## src/rtl/conv_mac_engine_if.sv

```systemverilog
// Bundle of kernel-load, pixel-stream and result-stream signals for conv_mac_engine.
// Names carry the engine's direction: i_* flow into the engine and o_* flow out of it.
interface conv_mac_if #(
    parameter int KERNEL_SIZE = 3,
    parameter int DATA_WIDTH  = 8,
    parameter int CHANNELS    = 2
);
    localparam int N          = CHANNELS * KERNEL_SIZE * KERNEL_SIZE;
    localparam int ADDR_WIDTH = $clog2(N);

    // Handshake rule for both streams:
    //  - A beat transfers on a rising edge where valid and ready are both 1.
    //  - Once valid is raised, the sender holds its data stable until that edge.
    //  - Ready may change freely and never depends on the same cycle's valid.
    logic                         i_kernel_wr;
    logic [ADDR_WIDTH-1:0]        i_kernel_addr;
    logic signed [DATA_WIDTH-1:0] i_kernel_data;
    logic                         i_start;
    logic [4:0]                   i_shift;
    logic                         i_relu_en;
    logic                         i_pix_valid;
    logic signed [DATA_WIDTH-1:0] i_pix_data;
    logic                         o_pix_ready;
    logic signed [DATA_WIDTH-1:0] o_result;
    logic                         o_valid;
    logic                         i_result_ready;
    logic                         o_busy;
    logic                         o_done;

    modport slave (
        input  i_kernel_wr, i_kernel_addr, i_kernel_data,
        input  i_start, i_shift, i_relu_en,
        input  i_pix_valid, i_pix_data, i_result_ready,
        output o_pix_ready, o_result, o_valid, o_busy, o_done
    );

    modport master (
        output i_kernel_wr, i_kernel_addr, i_kernel_data,
        output i_start, i_shift, i_relu_en,
        output i_pix_valid, i_pix_data, i_result_ready,
        input  o_pix_ready, o_result, o_valid, o_busy, o_done
    );
endinterface

```

## src/rtl/conv_mac_engine.sv

```systemverilog
// Multi-channel convolution MAC: one streamed window against a stored kernel,
// producing a single shifted, optionally ReLU'd, saturated output pixel.
module conv_mac_engine #(
    parameter int KERNEL_SIZE = 3,
    parameter int DATA_WIDTH  = 8,
    parameter int CHANNELS    = 2,
    parameter int ACC_WIDTH   = 24
) (
    input  logic       i_clk,
    input  logic       i_rst,
    conv_mac_if.slave  bus,
    output logic [2:0] o_state
);
    localparam int N          = CHANNELS * KERNEL_SIZE * KERNEL_SIZE;
    localparam int ADDR_WIDTH = $clog2(N);
    localparam int PROD_WIDTH = 2 * DATA_WIDTH;
    localparam logic [ADDR_WIDTH-1:0] LAST_IDX = ADDR_WIDTH'(N - 1);
    localparam logic signed [ACC_WIDTH-1:0] SAT_MAX =
        {{(ACC_WIDTH-DATA_WIDTH+1){1'b0}}, {(DATA_WIDTH-1){1'b1}}};
    localparam logic signed [ACC_WIDTH-1:0] SAT_MIN =
        {{(ACC_WIDTH-DATA_WIDTH+1){1'b1}}, {(DATA_WIDTH-1){1'b0}}};

    typedef enum logic [2:0] {
        S_IDLE  = 3'd0,
        S_ACCUM = 3'd1,
        S_DRAIN = 3'd2,
        S_POST  = 3'd3,
        S_OUT   = 3'd4
    } state_t;

    state_t                       r_state;
    state_t                       w_next_state;
    logic signed [DATA_WIDTH-1:0] r_kernel [N];
    logic signed [ACC_WIDTH-1:0]  r_acc;
    logic signed [PROD_WIDTH-1:0] r_prod;
    logic                         r_prod_vld;
    logic [ADDR_WIDTH-1:0]        r_idx;
    logic [4:0]                   r_shift;
    logic                         r_relu;
    logic signed [DATA_WIDTH-1:0] r_result;
    logic                         r_valid;
    logic                         r_done;

    logic                         w_pix_ready;
    logic                         w_busy;
    logic                         w_accept;
    logic                         w_out_hs;
    logic                         w_start;
    logic                         w_kernel_we;
    logic signed [PROD_WIDTH-1:0] w_prod;
    logic signed [ACC_WIDTH-1:0]  w_prod_ext;
    logic signed [ACC_WIDTH-1:0]  w_shifted;
    logic signed [ACC_WIDTH-1:0]  w_relu_val;
    logic signed [DATA_WIDTH-1:0] w_requant;

    always_ff @(posedge i_clk) begin
        if (!i_rst) begin
            r_state <= S_IDLE;
        end else begin
            r_state <= w_next_state;
        end
    end

    always_comb begin
        w_next_state = r_state;
        w_pix_ready  = 1'b0;
        w_busy       = 1'b1;
        case (r_state)
            S_IDLE: begin
                w_busy = 1'b0;
                if (bus.i_start) begin
                    w_next_state = S_ACCUM;
                end
            end
            S_ACCUM: begin
                w_pix_ready = 1'b1;
                if (bus.i_pix_valid && (r_idx == LAST_IDX)) begin
                    w_next_state = S_DRAIN;
                end
            end
            S_DRAIN: w_next_state = S_POST;
            S_POST:  w_next_state = S_OUT;
            S_OUT: begin
                if (bus.i_result_ready) begin
                    w_next_state = S_IDLE;
                end
            end
            default: w_next_state = S_IDLE;
        endcase
    end

    assign w_accept    = bus.i_pix_valid & w_pix_ready;
    assign w_out_hs    = (r_state == S_OUT) & bus.i_result_ready;
    assign w_start     = (r_state == S_IDLE) & bus.i_start;
    assign w_kernel_we = (r_state == S_IDLE) & bus.i_kernel_wr & (bus.i_kernel_addr <= LAST_IDX);
    assign w_prod      = PROD_WIDTH'(bus.i_pix_data) * PROD_WIDTH'(r_kernel[r_idx]);
    assign w_prod_ext  = ACC_WIDTH'(r_prod);

    // Requantise: floor shift, clamp negatives if ReLU, then saturate to the output range.
    always_comb begin
        w_shifted  = r_acc >>> r_shift;
        w_relu_val = w_shifted;
        if (r_relu && (w_shifted < 0)) begin
            w_relu_val = {ACC_WIDTH{1'b0}};
        end
        if (w_relu_val > SAT_MAX) begin
            w_requant = SAT_MAX[DATA_WIDTH-1:0];
        end else if (w_relu_val < SAT_MIN) begin
            w_requant = SAT_MIN[DATA_WIDTH-1:0];
        end else begin
            w_requant = w_relu_val[DATA_WIDTH-1:0];
        end
    end

    always_ff @(posedge i_clk) begin
        if (!i_rst) begin
            for (int i = 0; i < N; i++) begin
                r_kernel[i] <= '0;
            end
            r_acc      <= '0;
            r_prod     <= '0;
            r_prod_vld <= 1'b0;
            r_idx      <= '0;
            r_shift    <= '0;
            r_relu     <= 1'b0;
            r_result   <= '0;
            r_valid    <= 1'b0;
            r_done     <= 1'b0;
        end else begin
            if (w_kernel_we) begin
                r_kernel[bus.i_kernel_addr] <= bus.i_kernel_data;
            end
            // The product is registered one cycle ahead of the add, so the flag marks a fresh one.
            r_prod_vld <= w_accept;
            if (w_accept) begin
                r_prod <= w_prod;
                r_idx  <= (r_idx == LAST_IDX) ? '0 : r_idx + 1'b1;
            end
            if (w_start) begin
                r_shift    <= bus.i_shift;
                r_relu     <= bus.i_relu_en;
                r_acc      <= '0;
                r_idx      <= '0;
                r_prod_vld <= 1'b0;
            end else if (r_prod_vld) begin
                r_acc <= r_acc + w_prod_ext;
            end
            if (r_state == S_POST) begin
                r_result <= w_requant;
                r_valid  <= 1'b1;
            end
            if (w_out_hs) begin
                r_valid <= 1'b0;
            end
            r_done <= w_out_hs;
        end
    end

    assign bus.o_pix_ready = w_pix_ready;
    assign bus.o_busy      = w_busy;
    assign bus.o_result    = r_result;
    assign bus.o_valid     = r_valid;
    assign bus.o_done      = r_done;
    assign o_state         = r_state;
endmodule

```

## src/flat_wrapper.sv

```systemverilog
// flat-port wrapper written by rule: the top's interface ports become plain ports
module conv_mac_engine_flat 
#(
    parameter int KERNEL_SIZE = 3,
    parameter int DATA_WIDTH  = 8,
    parameter int CHANNELS    = 2,
    parameter int ACC_WIDTH   = 24
)
  (i_clk, i_rst, o_state, bus_i_kernel_wr, bus_i_kernel_addr, bus_i_kernel_data, bus_i_start, bus_i_shift, bus_i_relu_en, bus_i_pix_valid, bus_i_pix_data, bus_i_result_ready, bus_o_pix_ready, bus_o_result, bus_o_valid, bus_o_busy, bus_o_done);
  conv_mac_if #(.KERNEL_SIZE(KERNEL_SIZE), .DATA_WIDTH(DATA_WIDTH), .CHANNELS(CHANNELS)) bus_i ();
  input  logic i_clk;
  input  logic i_rst;
  output logic [2:0] o_state;
  input wire logic [$bits(bus_i.i_kernel_wr)-1:0] bus_i_kernel_wr;
  input wire logic [$bits(bus_i.i_kernel_addr)-1:0] bus_i_kernel_addr;
  input wire logic [$bits(bus_i.i_kernel_data)-1:0] bus_i_kernel_data;
  input wire logic [$bits(bus_i.i_start)-1:0] bus_i_start;
  input wire logic [$bits(bus_i.i_shift)-1:0] bus_i_shift;
  input wire logic [$bits(bus_i.i_relu_en)-1:0] bus_i_relu_en;
  input wire logic [$bits(bus_i.i_pix_valid)-1:0] bus_i_pix_valid;
  input wire logic [$bits(bus_i.i_pix_data)-1:0] bus_i_pix_data;
  input wire logic [$bits(bus_i.i_result_ready)-1:0] bus_i_result_ready;
  output wire logic [$bits(bus_i.o_pix_ready)-1:0] bus_o_pix_ready;
  output wire logic [$bits(bus_i.o_result)-1:0] bus_o_result;
  output wire logic [$bits(bus_i.o_valid)-1:0] bus_o_valid;
  output wire logic [$bits(bus_i.o_busy)-1:0] bus_o_busy;
  output wire logic [$bits(bus_i.o_done)-1:0] bus_o_done;
  assign bus_i.i_kernel_wr = bus_i_kernel_wr;
  assign bus_i.i_kernel_addr = bus_i_kernel_addr;
  assign bus_i.i_kernel_data = bus_i_kernel_data;
  assign bus_i.i_start = bus_i_start;
  assign bus_i.i_shift = bus_i_shift;
  assign bus_i.i_relu_en = bus_i_relu_en;
  assign bus_i.i_pix_valid = bus_i_pix_valid;
  assign bus_i.i_pix_data = bus_i_pix_data;
  assign bus_i.i_result_ready = bus_i_result_ready;
  assign bus_o_pix_ready = bus_i.o_pix_ready;
  assign bus_o_result = bus_i.o_result;
  assign bus_o_valid = bus_i.o_valid;
  assign bus_o_busy = bus_i.o_busy;
  assign bus_o_done = bus_i.o_done;
  conv_mac_engine #(.KERNEL_SIZE(KERNEL_SIZE), .DATA_WIDTH(DATA_WIDTH), .CHANNELS(CHANNELS), .ACC_WIDTH(ACC_WIDTH)) u_core (.i_clk(i_clk), .i_rst(i_rst), .bus(bus_i), .o_state(o_state));
endmodule
```

## config.mk

```make
export PLATFORM = sky130hd
export DESIGN_NAME = conv_mac_engine_flat
export DESIGN_NICKNAME = d
export VERILOG_FILES = /design/src/rtl/conv_mac_engine_if.sv /design/src/rtl/conv_mac_engine.sv /design/src/flat_wrapper.sv
export SDC_FILE = /design/constraint.sdc
export NUM_CORES = 1
export LEC_CHECK = 0
export CAP_MARGIN = 20
export CORE_MARGIN = 5
export CORE_UTILIZATION = 55
export DETAILED_ROUTE_END_ITERATION = 6
export PLACE_DENSITY = 0.72
export SLEW_MARGIN = 20
export SYNTH_ARGS = -nofsm -noshare
export SYNTH_HDL_FRONTEND = slang
export SYNTH_SLANG_ARGS = --single-unit
```

## constraint.sdc

```tcl
create_clock -name i_clk -period 7.3 [get_ports i_clk]
set_input_delay 1.46 -clock i_clk [delete_from_list [all_inputs] [get_ports i_clk]]
set_output_delay 1.46 -clock i_clk [all_outputs]
set_load 0.05 [all_outputs]
```

==> results of run 1 <==
layout by cell type (no fill, tap or decap), types with 5 or more instances in the layout:
cell type | netlist | routed
edfxtp_1 | 256 | 256
nor2_1 | 183 | 183
conb_1 | 1 | 112
inv_1 | 105 | 105
nand2_1 | 102 | 102
mux4_2 | 92 | 92
dfxtp_1 | 70 | 67
nor2b_1 | 61 | 61
fa_1 | 56 | 56
ha_1 | 54 | 54
clkdlybuf4s50_1 | 0 | 46
mux2i_1 | 45 | 45
clkbuf_16 | 0 | 36
o21ai_0 | 34 | 34
a21oi_1 | 32 | 32
nand3_1 | 30 | 30
and2_1 | 24 | 24
xnor2_1 | 23 | 23
nand2b_1 | 21 | 20
and3_1 | 19 | 19
buf_4 | 5 | 16
nor3_1 | 13 | 13
a21o_1 | 12 | 12
xor2_1 | 11 | 11
a211oi_1 | 9 | 9
mux2_2 | 9 | 9
o211ai_1 | 8 | 8
o22ai_1 | 8 | 8
clkinv_1 | 0 | 8
a21boi_0 | 7 | 7
o31ai_1 | 6 | 6
a31oi_1 | 6 | 6
clkinv_2 | 0 | 6
nand4_1 | 5 | 5
logic make-up (layout without fill, tap and decap cells):
logic type                 Yosys count  after routing  share of synthesized area [%]
AOI/OAI and AO/OA                  161            161                           6.03
muxes                              156            156                           15.5
adders and majority gates          110            110                           9.87
DFF                                326            326                           49.9
other                                1            112                         0.0206
and+or+nand+nor                    489            489                           12.9
buffers and inverters              179            234                           4.12
xor gates and xnor gates            34             34                           1.64
flip-flops by register name (all words and copies together), names as in the netlist, named ones only:
signal,flops
u_core.bus.o_done,1
u_core.bus.o_result,8
u_core.bus.o_valid,1
u_core.o_state,3
u_core.r_acc,24
u_core.r_idx,5
u_core.r_kernel,256
u_core.r_prod,16
u_core.r_prod_vld,1
u_core.r_relu,1
u_core.r_shift,5
cell usage after synthesis, types with 9 or more instances:
cell	number
edfxtp_1	256
nor2_1	183
inv_1	105
nand2_1	102
mux4_2	92
dfxtp_1	70
nor2b_1	61
fa_1	56
ha_1	54
clkbuf_1	45
mux2i_1	45
o21ai_0	34
a21oi_1	32
nand3_1	30
and2_1	24
xnor2_1	23
nand2b_1	21
and3_1	19
nor3_1	13
a21o_1	12
xor2_1	11
buf_2	10
a211oi_1	9
mux2_2	9
final cells by class:
cell class,instances,area [um^2]
Fill cell,2528,12000
Clock inverter,23,216
Timing Repair Buffer,64,606
Clock buffer,41,933
Inverter,106,398
Sequential cell,326,9090
Tap cell,442,553
Multi-Input combinational cell,1062,8780
metrics by stage:
| stage | total power, uW | std cells | utilization, % |
|---|---|---|---|
| 6_report | 4830 | 2064 | 63.1 |
| 5_1_grt | 5090 | 2064 | 63.1 |
| 4_1_cts | 4860 | 2064 | 63.1 |
| 3_5_place_dp | 3100 | 2000 | 59.6 |
| 3_3_place_gp | 3070 | 2000 | 59.6 |
| 2_1_floorplan | 2880 | 1567 | - |
power by group:
| part | switching (uW) | internal, uW |
|---|---|---|
| logic | 511 | 405 |
| clock network | 765 | 1000 |
| registers | 58.3 | 2080 |
per-layer routing:
layer  up-vias  track usage (%)  wire [um]
li1       5454                -          -
met1      5787             31.6      17200
met2       413             36.7      19200
met3        69             3.27       2540
met4         0             5.19        901
met5         -                0          0
worst min-delay path, cell delays in order (launching register included):
cell and delay (ps):
dfxtp_1 310, nand2_1 50, a21boi_0 70
worst min path at each step:
stage / to / startpoint / slack [ps]
after floorplan: u_core.r_prod[6]$_SDFFE_PN0P_ / u_core.r_prod[6]$_SDFFE_PN0P_ / 450
after global placement: u_core.bus.o_valid$_SDFFE_PP0P_ / u_core.bus.o_valid$_SDFFE_PP0P_ / 450
after detailed placement: u_core.r_prod[4]$_SDFFE_PN0P_ / u_core.r_prod[4]$_SDFFE_PN0P_ / 470
after CTS: u_core.r_prod[4]$_SDFFE_PN0P_ / u_core.r_prod[4]$_SDFFE_PN0P_ / 480
after global routing: u_core.bus.o_valid$_SDFFE_PP0P_ / u_core.bus.o_valid$_SDFFE_PP0P_ / 500
final: u_core.r_prod[4]$_SDFFE_PN0P_ / u_core.r_prod[4]$_SDFFE_PN0P_ / 480
==> results by group, run 1 <==
Status
  – Outcome: complete, no violations

Global route
  – Total global routing overflow: 0
  – Gr usage total: 22.2%
  – Vias in the first global route: approximately 12000
  – Largest net degree at the start of global routing: 43
  – Antenna violations before repair: 0
  – Global-route wire length before repair: approximately 64000 um

Die
  – Die Span X: around 190 um
  – Top Ports: 48
  – Initial Utilization: 55.8%
  – Die Span Y: about 190 um
  – Row count: 66
  – Die Footprint: approximately 37000 um^2
  – Core ar.: 32600 um^2

Worst setup path
  – Crit end category: register
  – Worst path slowest cell: dfxtp_4
  – Worst EP required: slightly below 8000 ps
  – CP most frequent cell: fa_1
  – Slowest cell delay on critical path: 620 ps
  – CP bufs+invs: 3
  – End of the critical path: u_core.r_prod[15]$_SDFFE_PN0P_
  – CP Class: register to register
  – Critical path depth: 19
  – R2R Path End: u_core.r_prod[15]$_SDFFE_PN0P_
  – Crit-path cells: buf_12 > mux4_2 > mux4_2 > mux2i_2 > nor2b_1 > fa_1 > fa_1 > inv_1 > fa_1 > fa_1 > inv_1 > ha_1 > a21o_1 > a2111oi_0 > nor3_1 > a41o_1 > nor4_1 > or4_1 > nand3_1
  – R2R Setup Slk: 640 ps
  – Critical path data arrival time: about 7100 ps
  – Startpoint types: register
  – Cell family with most CP delay: adder cells
  – CP Max Fanout: 30
  – Reg2reg path depth: 19

Clock tree
  – Worst skew pair latency: 540 ps
  – CTS tree: built
  – Num CTS Buffers: 36
  – Maximum root-to-sink buffer count: 3
  – CTS Sinks: about 330
  – CTS Hold Buffers Added: 0
  – Post-CTS setup repair buffer count: 0
  – CTS root buf: clkbuf_16
  – Depth of the CTS H-tree: 2
  – Clk slew on worst S/H paths: approximately 60 ps
  – Post-CTS sizing: 0

STA
  – Fmax: roughly 150 MHz
  – Final setup vio count: 0
  – Worst Setup Slack, final: about 640 ps
  – Slew @ Worst Pin: approximately 1100 ps
  – Setup_tns: 0 ps
  – Final Slew Violations: 0
  – Slew Limit Headroom: between 20 and 30%
  – Min Tclk post-route: 6660 ps
  – Unrepaired setup endpoints after global routing: no
  – Hold Violations, Final: 0
  – Clk_skew: 31.1 ps
  – Worst hold slack: approximately 480 ps
  – Final cycle utilization of the critical path: between 90% and 100%

Placement
  – Detailed placement HPWL: 28400 um
  – Post-Place Worst Slack: between 600 and 700 ps
  – # port buffers: 47
  – Cell Area, Placed: roughly 19000 um^2
  – Gpl congestion: 0.876

Logic synthesis
  – Async SR Flop Fraction: 0%
  – Top-area cell type share of the netlist area: 42.2%
  – Leading area contributor after synthesis: edfxtp_1
  – Post-Syn Area: about 18000 um^2
  – Warnings, synthesis: 0
  – Synth area leaders: edfxtp_1 42%, mux4_2 11%, dfxtp_1 7.7%, fa_1 6.2%, nor2_1 3.8%
  – Post-Synthesis Cells: between 1000 and 1500
  – Syn Area/Cell: approximately 12 um^2
  – Post-synth EDFFs: approximately 260
  – Sequential-to-total area share from yosys stat: around half
  – Seq cells post-synth: between 300 and 400
  – Top_reg_cell synth: edfxtp_1
  – Netlist cell types: 74

Route
  – Drt drc: 0
  – Initial DRT Pass Iterations: 5
  – Final wirelength: between 30000 and 40000 um
  – Antenna viol nets, final: 0
  – Vias per cell: approximately 5.7
  – Post-DR wirelength/cell: 19.3 um
  – DR iter-0 viols: between 900 and 1000
  – Vias: ~12000

Cells and area
  – Fraction of layout cells with a size suffix above 1: ~12%
  – Area growth syn-to-layout: 13.1%
  – ANT cells: 0
  – Final Cell Area: around 20000 um^2
  – Layout net count: between 1500 and 2000

Pwr
  – Peak VDD IR: between 0.2 and 0.25 mV
  – Pwr per Cell Area: 234 nW/um^2
  – P_leak: about 0.0078 uW

Hold path
  – Hold crit path type: register to register
  – Hold depth: 2

Flow run
  – Number of max-cap violations: 0
(Power assumes the default switching activity.)
==> run 2: changes to the inputs <==
- PLACE_DENSITY: 0.72 -> 0.75
- TNS_END_PERCENT: default -> 50
- clock period: 7.3 -> 5.7 ns (I/O delays scaled with it)
==> run 2 against run 1 <==
The run now ends with negative setup slack left. Sequential power up 28%. Sequential share of layout area shrank 2.0 points. Fmax is 14% higher. Critical endpoint unchanged.
==> results by group, run 2 (same netlist as run 1, synthesis figures left out) <==
Route
  – Wire length on met1: 16800 um (-2.2%)
  – Vias per cell: 5.75 (+1.2%)
  – Vias: 12300 (+4.8%)
  – Drt drc: 0 (unchanged)
  – DR iter-0 viols: 1251 (+30%)
  – Final wirelength: 43900 um (+10%)
  – Metal2 WL: 22100 um (+16%)
  – Top Metal Used: met4
  – Antenna viol nets, final: 0 (unchanged)
  – Initial DRT Pass Iterations: 6 (+1)
  – WL met3: 3500 um (+37%)
  – Post-DR wirelength/cell: 20.5 um (+6.6%)

Die
  – Die Span X: 192 um (unchanged)
  – Die Footprint: 36800 um^2 (unchanged)
  – Die Span Y: 192 um (unchanged)
  – Core ar.: 32600 um^2 (unchanged)
  – Initial Utilization: 55.8% (unchanged)
  – Top Ports: 48 (unchanged)
  – Row count: 66 (unchanged)

Cells and area
  – Fraction of layout cells with a size suffix above 1: 17.9% (+5.9 points)
  – Most frequent cells in the layout: 256 x edfxtp_1, 183 x nor2_1, 112 x conb_1
  – Commonest non-fill, non-tap cell in the layout: edfxtp_1
  – Largest Register: u_core.r_kernel
  – Final Cell Area: 21600 um^2 (+4.7%)
  – Largest registers: u_core.r_kernel x256, u_core.r_acc x24, u_core.r_prod x16
  – Area growth syn-to-layout: 18.4%
  – ANT cells: 0 (unchanged)
  – Layout net count: 1812 (+4.2%)
  – Core Util, Final: 66.1% (+3.0 points)
  – Max FFs per register: 256 (unchanged)

Hold path
  – Hold depth: 2 (unchanged)
  – Hold Crit Start: u_core.r_prod[6]$_SDFFE_PN0P_
  – Hold crit path type: register to register

STA
  – Unrepaired setup endpoints after global routing: yes
  – Final setup vio count: 5 (+5)
  – Fmax: 171 MHz (+14%)
  – Slew @ Worst Pin: 931 ps (-121 ps)
  – Hold Violations, Final: 0 (unchanged)
  – Clk_skew: 22.9 ps (-8.11 ps)
  – Worst Setup Slack, final: -143 ps (-786 ps)
  – Final Slew Violations: 0 (unchanged)
  – Final cycle utilization of the critical path: 103% (+11 points)
  – Min Tclk post-route: 5840 ps (-814 ps)
  – Slew Limit Headroom: 38.0% (+8.4 points)

Pwr
  – Switching Fraction: 28.1% (+0.48 points)
  – Int Pwr: 4730 uW (+36%)
  – Flop pwr share: 41.6% (-2.8 points)
  – Sw power: 1850 uW (+39%)
  – Peak VDD IR: 0.256 mV (+18%)
  – Pwr per Cell Area: 305 nW/um^2 (+30%)
  – Combinational Power Share: 23.3% (+4.3 points)
  – P_leak: 0.00826 uW (+5.5%)
  – Clock power share: 35.1% (-1.6 points)
  – Power Total: 6580 uW (+36%)

Status
  – Outcome: finished with violations
  – Failing checks: negative setup slack

Flow run
  – Number of max-cap violations: 0 (unchanged)

Worst setup path
  – Slowest cell delay on critical path: 560 ps (-60 ps)
  – Critical path data arrival time: 6320 ps (-730 ps)
  – Crit-path cells: buf_12 > buf_12 > mux4_2 > mux4_2 > mux2i_4 > nand2b_4 > fa_1 > fa_1 > inv_1 > fa_1 > inv_1 > fa_1 > inv_2 > ha_4 > a2111oi_4 > nor3_2 > a41o_1 > nor4_2 > or4_1 > nand3_1
  – CP Class: register to register
  – Worst path slowest cell: mux4_2
  – CP most frequent cell: fa_1
  – Cell family with most CP delay: adder cells
  – CP bufs+invs: 5 (+2)
  – Reg2reg path depth: 20 (+1)
  – Worst EP required: 6180 ps (-1520 ps)
  – CP Max Fanout: 5 (-83%)
  – Startpoint types: register
  – Critical path depth: 20 (+1)
  – Crit end category: register

Clock tree
  – Worst skew pair latency: 540 ps (about the same)
  – Clk slew on worst S/H paths: 60 ps (about the same)
  – Num CTS Buffers: 37 (+2.8%)
  – Maximum root-to-sink buffer count: 3 (unchanged)
  – CTS root buf: clkbuf_16
  – CTS tree: built
  – Depth of the CTS H-tree: 2 (unchanged)
  – CTS Hold Buffers Added: 0 (unchanged)
  – CTS Sinks: 326 (unchanged)

Global route
  – Largest net degree at the start of global routing: 59 (+37%)
  – Vias in the first global route: 12700 (+7.2%)
  – Global-route wire length before repair: 69400 um (+7.8%)
  – Gr usage total: 24.4% (+2.1 points)
  – Antenna violations before repair: 2 (+2)
  – Total global routing overflow: 0 (unchanged)

Placement
  – Cell Area, Placed: 19900 um^2 (+2.4%)
  – Detailed placement HPWL: 30100 um (+6.0%)
  – # port buffers: 47 (unchanged)
  – Gpl congestion: 0.912 (+4.1%)
  – Post-Place Worst Slack: -244 ps (-935 ps)
==> run 2: cell count changes in the layout (fill, tap and decap cells not counted), moves of 5 or more <==
cell      delta
buf_4       +50
buf_6       +10
inv_2       +10
ha_4         +7
inv_1       -10
nor2b_2      +6
clkbuf_1     +8
ha_1         -8
nor2b_1      -6
buf_12       +9
o21ai_0      -5
==> run 2: worst paths after layout <==
check / slack, ps / end
worst max-delay path: -140 / u_core.r_prod[15]$_SDFFE_PN0P_
worst min-delay path: 470 / u_core.r_prod[6]$_SDFFE_PN0P_
worst max register to register: -140 / u_core.r_prod[15]$_SDFFE_PN0P_
worst min register to register: 470 / u_core.r_prod[6]$_SDFFE_PN0P_
==> run 2: metal layers <==
layer | vias to the layer above | GRT usage [%]
met5 | - | 0
met4 | 0 | 7.38
met3 | 105 | 4.47
met2 | 511 | 41.7
met1 | 6072 | 31.9
li1 | 5598 | -
==> run 2: final cells by class <==
| type | count | area [um^2] |
|---|---|---|
| timing repair buffer | 136 | 1340 |
| fill | 2343 | 11100 |
| clock inverter | 16 | 183 |
| tap | 442 | 553 |
| multi-input combinational | 1062 | 9000 |
| sequential | 326 | 9090 |
| inverter | 106 | 398 |
| clock buffer | 49 | 981 |
==> run 2: power groups by stage <==
stage               Clock [uW]  Sequential (uW)  Combinational (uW)
detailed placement           0             2780                1350
global route              2450             2740                1700
CTS                       2340             2740                1490
finish                    2310             2740                1540
global placement             0             2780                1320
floorplan                    0             2750                 957
==> run 2: metrics by stage <==
| stage | hold slack [ps] | setup TNS [ps] | std cells |
|---|---|---|---|
| 2_1_floorplan | 445 | 0 | 1567 |
| 3_3_place_gp | 460 | -624 | 2046 |
| 3_5_place_dp | 473 | -1090 | 2046 |
| 4_1_cts | 478 | -320 | 2132 |
| 5_1_grt | 495 | -1480 | 2137 |
| 6_report | 474 | -298 | 2137 |
==> run 2: timing repair <==
item | in CTS | in global routing
endpoints found under the hold margin | 0 | 0
gates cloned | 3 | 1
pin swaps | 27 | 24
setup endpoints to repair | 6 | 8
setup buffers | 19 | 6
resized for setup | 34 | 24
==> run 2: worst reg2reg max path, stage by stage (launching register included) <==
cell       delay (ps)
dfxtp_4           380
buf_12            140
buf_12            130
mux4_2            520
mux4_2            560
mux2i_4           260
nand2b_4          190
fa_1              430
fa_1              560
inv_1              60
fa_1              540
inv_1              50
fa_1              490
inv_2              50
ha_4              280
a2111oi_4          60
nor3_2            230
a41o_1            230
nor4_2             50
or4_1             500
nand3_1            80
